**config.mk**
```make
export PLATFORM = sky130hd
export DESIGN_NAME = fp_div_arbiter
export DESIGN_NICKNAME = d
export VERILOG_FILES = /design/src/rtl/fp_pkg.sv /design/src/rtl/rr_arbiter.sv /design/src/rtl/fp_div_arbiter.sv
export SDC_FILE = /design/constraint.sdc
export NUM_CORES = 1
export LEC_CHECK = 0
export ABC_AREA = 1
export BUFFER_PORTS_ARGS = -buffer_cell sky130_fd_sc_hd__buf_2
export CAP_MARGIN = 20
export CORE_AREA = 2 2 307 309
export CTS_BUF_LIST = sky130_fd_sc_hd__clkbuf_16
export DETAILED_ROUTE_END_ITERATION = 10
export DIE_AREA = 0 0 309 311
export GPL_ROUTABILITY_DRIVEN = 0
export HOLD_SLACK_MARGIN = 0.08
export PLACE_DENSITY = 0.4
export SLEW_MARGIN = 20
export SYNTH_ARGS = -nofsm -noshare
export SYNTH_HDL_FRONTEND = slang
export SYNTH_SLANG_ARGS = --single-unit
```
**constraint.sdc**
```tcl
create_clock -name clk -period 19.8 [get_ports clk]
set_input_delay 1.98 -clock clk [delete_from_list [all_inputs] [get_ports clk]]
set_output_delay 1.98 -clock clk [all_outputs]
set_load 0.05 [all_outputs]
```
**src/rtl/fp_pkg.sv**
```systemverilog
// Shared floating-point constants and types for the calculator datapath arbiters.
package fp_pkg;

   localparam logic [63:0] FP_QNAN = 64'h7FF8000000000001;

   // Bit positions inside the 3-bit {overflow, underflow, invalid} flag field
   localparam int FLG_OV  = 2;
   localparam int FLG_UN  = 1;
   localparam int FLG_INV = 0;

   typedef enum logic [1:0] {
      IDLE  = 2'd0,
      ISSUE = 2'd1,
      WAIT  = 2'd2,
      RESP  = 2'd3
   } div_arb_state_t;

endpackage

```
**src/rtl/rr_arbiter.sv**
```systemverilog
// Combinational round-robin grant: first asserted request at or above ptr, wrapping.
module rr_arbiter #(
   parameter  int N = 4,
   localparam int W = $clog2(N)
) (
   input  logic [N-1:0] req,
   input  logic [W-1:0] ptr,
   output logic [N-1:0] grant,
   output logic [W-1:0] grant_idx,
   output logic         grant_any
);

   function automatic logic [W-1:0] rot(input logic [W-1:0] p, input int k);
      int s;
      s = int'(p) + k;
      if (s >= N) s = s - N;
      return W'(s);
   endfunction

   always_comb begin
      grant_idx = '0;
      grant_any = 1'b0;
      for (int k = 0; k < N; k++) begin
         if (!grant_any && req[rot(ptr, k)]) begin
            grant_any = 1'b1;
            grant_idx = rot(ptr, k);
         end
      end
   end

   genvar gi;
   generate
      for (gi = 0; gi < N; gi++) begin : g_onehot
         assign grant[gi] = grant_any && (grant_idx == W'(gi));
      end
   endgenerate

endmodule

```
**src/rtl/fp_div_arbiter.sv**
```systemverilog
// Shares one fp_div among N_REQ requesters: round-robin accept, single issue,
// watchdog-guarded wait, and a held response until the consumer accepts it.
module fp_div_arbiter
   import fp_pkg::*;
#(
   parameter  int N_REQ   = 4,
   parameter  int TIMEOUT = 255,
   localparam int ID_W    = $clog2(N_REQ)
) (
   input  logic                clk,
   input  logic                rst,
   input  logic [N_REQ-1:0]    req_valid,
   output logic [N_REQ-1:0]    req_ready,
   input  logic [64*N_REQ-1:0] req_a,
   input  logic [64*N_REQ-1:0] req_b,
   output logic                resp_valid,
   input  logic                resp_ready,
   output logic [ID_W-1:0]     resp_id,
   output logic [63:0]         resp_data,
   output logic [2:0]          resp_flags,
   output logic                resp_timeout,
   output logic                busy,
   output logic                div_start,
   output logic [63:0]         div_a,
   output logic [63:0]         div_b,
   output logic                div_rst_n,
   input  logic [63:0]         div_out,
   input  logic                div_done,
   input  logic                div_overflow,
   input  logic                div_underflow,
   input  logic                div_invalid
);

   div_arb_state_t  state_q, state_d;
   logic [ID_W-1:0] rr_ptr_q, rr_ptr_d;
   logic [ID_W-1:0] id_q, id_d;
   logic [63:0]     a_q, a_d, b_q, b_d;
   logic [63:0]     data_q, data_d;
   logic [2:0]      flags_q, flags_d;
   logic            tmo_q, tmo_d;
   logic [15:0]     cnt_q, cnt_d;
   logic            drst_n_q, drst_n_d;

   logic [N_REQ-1:0] grant;
   logic [ID_W-1:0]  grant_idx;
   logic             grant_any;
   logic [63:0]      a_arr [N_REQ];
   logic [63:0]      b_arr [N_REQ];

   genvar gi;
   generate
      for (gi = 0; gi < N_REQ; gi++) begin : g_unpack
         assign a_arr[gi] = req_a[64*gi +: 64];
         assign b_arr[gi] = req_b[64*gi +: 64];
      end
   endgenerate

   rr_arbiter #(.N(N_REQ)) u_rr (
      .req       (req_valid),
      .ptr       (rr_ptr_q),
      .grant     (grant),
      .grant_idx (grant_idx),
      .grant_any (grant_any)
   );

   always_comb begin
      state_d  = state_q;
      rr_ptr_d = rr_ptr_q;
      id_d     = id_q;
      a_d      = a_q;
      b_d      = b_q;
      data_d   = data_q;
      flags_d  = flags_q;
      tmo_d    = tmo_q;
      cnt_d    = cnt_q;
      drst_n_d = 1'b1;
      case (state_q)
         IDLE: begin
            if (grant_any) begin
               a_d      = a_arr[grant_idx];
               b_d      = b_arr[grant_idx];
               id_d     = grant_idx;
               rr_ptr_d = (grant_idx == ID_W'(N_REQ - 1)) ? '0 : grant_idx + ID_W'(1);
               state_d  = ISSUE;
            end
         end
         ISSUE: begin
            cnt_d   = '0;
            state_d = WAIT;
         end
         WAIT: begin
            // A done arriving on the very cycle the watchdog expires still wins
            if (div_done) begin
               data_d           = div_out;
               flags_d[FLG_OV]  = div_overflow;
               flags_d[FLG_UN]  = div_underflow;
               flags_d[FLG_INV] = div_invalid;
               tmo_d            = 1'b0;
               state_d          = RESP;
            end else if (cnt_q == 16'(TIMEOUT)) begin
               data_d           = FP_QNAN;
               flags_d          = '0;
               flags_d[FLG_INV] = 1'b1;
               tmo_d            = 1'b1;
               drst_n_d         = 1'b0;
               state_d          = RESP;
            end else begin
               cnt_d = cnt_q + 16'd1;
            end
         end
         RESP: begin
            if (resp_ready) state_d = IDLE;
         end
         default: state_d = IDLE;
      endcase
   end

   always_ff @(posedge clk or posedge rst) begin
      if (rst) begin
         state_q  <= IDLE;
         rr_ptr_q <= '0;
         id_q     <= '0;
         a_q      <= '0;
         b_q      <= '0;
         data_q   <= '0;
         flags_q  <= '0;
         tmo_q    <= 1'b0;
         cnt_q    <= '0;
         drst_n_q <= 1'b0;
      end else begin
         state_q  <= state_d;
         rr_ptr_q <= rr_ptr_d;
         id_q     <= id_d;
         a_q      <= a_d;
         b_q      <= b_d;
         data_q   <= data_d;
         flags_q  <= flags_d;
         tmo_q    <= tmo_d;
         cnt_q    <= cnt_d;
         drst_n_q <= drst_n_d;
      end
   end

   // Gated by rst so no requester sees an accept while reset is held
   assign req_ready    = (state_q == IDLE && !rst) ? grant : '0;
   assign busy         = (state_q != IDLE);
   assign div_start    = (state_q == ISSUE);
   assign resp_valid   = (state_q == RESP);
   assign resp_id      = id_q;
   assign resp_data    = data_q;
   assign resp_flags   = flags_q;
   assign resp_timeout = tmo_q;
   assign div_a        = a_q;
   assign div_b        = b_q;
   assign div_rst_n    = drst_n_q;

endmodule
```
==> results.yml <==
worst_setup_path:
  cp_data_arrival_time_ns: 4.71
  r2r_start: "rr_ptr_q[0]"
  regToRegSetupSlack_ns: 14.79
  worstSetupPathType: "in -> out"
  cpPeakStageDelay_ns: 0.56
  worstPathRequired_ns: 17.82
  path_max_fanout: 105
  path_cells: "buf_2 -> inv_1 -> nand2_1 -> nand3_1 -> nand2_2 -> nor2_4 -> nand3_2 -> nand2_8 -> nand2_8 -> inv_2 -> ha_1 -> nand2_1 -> nor2_1 -> buf_2"
  critPathSlowestCell: "nand2_8"
  cp-start-kind: "input port"
  ff2ff_path_depth: 14
  cp-end-kind: "primary output"
  r2r-end: "div_b[32]"
yosys:
  synth.distinct_cells: 34
  ys_ff_latch: 219
  yosysTopAreaCellShare_pct: 39.68
  muxShareOfSynthArea_pct: 0
  syn_area_per_cell_um2: 7.131
  synthXorXnorAreaFrac_pct: 0.4439
  synth_top_family_by_area: "simple AND/OR/NAND/NOR gates"
  synthCells: 1937
  seq_area_frac_synth_pct: 39.68
  synth_area_um2: 13810
  synth_warnings: 0
  synth_fp_nets: 2531
  synth-compound-area-share_pct: 5.363
  synth_fa_ha_area_share_pct: 0.6341
  netlist_top_cells_area: "dfrtp_1, nand3_1, nand2_1, nand3b_1, inv_1"
  synth_largest_area_cell: "dfrtp_1"
  yosys.area_share.simple_pct: 44.17
flow_run:
  maxCapViolCount: 0
clocking:
  clk_latency_ns: 0.60
  cts_buffers: 29
  cts_post_setup_buffers_inserted: 0
  cts_tree: "yes"
  cts_hold_buffers: 0
  cts.htree.levels: 1
  cts_resized: 0
  clockBufferDepth: 3
  cts.clk_slew.worst_paths_ns: 0.05
  cts.sinks: 219
  cts-root-buf: "clkbuf_16"
sta:
  tightest_slew_ns: 1.106
  period_share_pct: 33.79
  hold_violations: 0
  setup_viol: 0
  min_period_ns: 6.690
  setup_ws_ns: 13.11
  rsz0062_at_grt: "false"
  skew_ns: 0.009834
  drv_slew: 0
  max_freq_mhz: 149.5
  finalSetupTns_ns: 0
  max_slew_margin_pct: 26.24
pwr:
  p_leak_nw: 10.61
  ir_drop_mv: 0.1368
  powerDensity_nw_per_um2: 213.6
  finalPower_mw: 4.205
worst_hold_path:
  hold_path_end: "resp_id[1]"
  worstHoldPathCells: 2
  min_path_type: "reg -> reg"
  min_from: "resp_id[1]"
routing:
  drc_errors: 0
  firstDrtPassIters: 5
  vias: 15990
  viasPerCell: 4.093
  post_drt_wl_per_cell_um: 18.78
  routed_wirelength_um: 73370
  drtAntennaViolNets: 0
  drt_iter0_markers: 930
floorplan:
  rows: 112
  die_h_um: 311
  initial_core_util_pct: 14.89
  core-area_um2: 92770
  ios: 793
  dieArea_um2: 96100
  die_w_um: 309
grt:
  grt_remaining_overflow: 0
  antenna_found_initial: 25
  grt_pass1_vias: 15830
  grt_pass1_wl_um: 104700
  grt_max_degree: 106
  grt_use_total_pct: 14.37
cells_and_area:
  layout_commonest_cell: "buf_2"
  fillerInstances: 10740
  layout_common_cells: "buf_2, nand2_1, nand3_1, dfrtp_1, inv_1"
  syn_to_final_growth_pct: 42.51
  multi_input_area_um2: 7043
  final_cell_count_no_fill: 3906
  seq_area_um2: 5480
  post-route-util_pct: 21.22
  drive_gt1_share_pct: 32.82
  finalNetCount: 3218
placement:
  dp_hpwl_um: 54980
  port_buffers: 792
  place_ws_ns: 13.05
  dpl.cell_count: 3847
outcome:
  status: "completed"
registers in the layout, indices dropped and copies added (netlist names), 2 cells and up:
name / count
cnt_q: 16
div_a: 64
div_b: 64
resp_data: 64
resp_flags: 3
resp_id: 2
rr_ptr_q: 2
state_q: 2
synthesized netlist by cell type (all sizes together):
cell and count:
or2 1, a22o 53, a31oi 1, o21ai 11, o22ai 1, o21a 1, xor2 4, nand3 529
o22a 14, nand2 595, dfrtp 219, clkbuf 65, nand4 3, a21oi 5, nor3 9, o31ai 6
nand3b 129, buf 90, inv 159, nor2 31, ha 7, a2bb2oi 1, xnor2 3
worst max path at each step:
stage                             from            to  slack [ns]  cells past startpoint
after floorplan                    rst  req_ready[1]        9.37                      3
after global placement    req_valid[1]  req_ready[3]       13.05                     14
after detailed placement  req_valid[3]  req_ready[3]       13.05                     14
after CTS                 req_valid[3]  req_ready[3]       13.05                     14
after global routing      req_valid[3]  req_ready[3]       12.84                     14
final                     req_valid[3]  req_ready[3]       13.11                     14
stage by stage:
step,hold WS (ns),cell area (µm²)
detailed placement,0.4738,18810
floorplan,0.4936,13810
global placement,0.4702,18810
global route,0.5063,19680
CTS,0.4884,19660
finish,0.4832,19680
cell families after synthesis:
| family | after synthesis |
|---|---|
| xor gates and xnor gates | 7 |
| adders and majority gates | 7 |
| buffers and inverters | 314 |
| DFF | 219 |
| and+or+nand+nor | 1297 |
| AOI/OAI and AO/OA | 93 |
worst max-delay path: cells and delay by family:
kind	cells	cell delay, ns
simple gates	9	1.83
fa+ha+maj	1	0.18
buf+inv	4	0.63
where the power goes:
| part | switching (mW) | total [mW] | internal [mW] |
|---|---|---|---|
| clock | 0.223 | 0.498 | 0.275 |
| sequential | 0.134 | 0.794 | 0.660 |
| combinational | 2.22 | 2.91 | 0.696 |
per-layer routing:
layer  wire length [µm]  GRT usage (%)  up-vias
met1              29390          16.78     7473
li1                   -              -     7784
met5                149              0        -
met4               2834          5.307       22
met2              36040          25.29      593
met3               4962          3.392      114
area by class of cell:
class	instances	share of cell area (%)
multi-input cells	1404	35.78
flip-flops and latches	219	27.84
repair buffers	811	20.86
well taps	1254	7.971
clock buffers	29	3.687
inverters	159	3.096
clock inverters	20	0.6356
diodes	10	0.1271
Note: power is estimated with default switching activity, not from simulation.
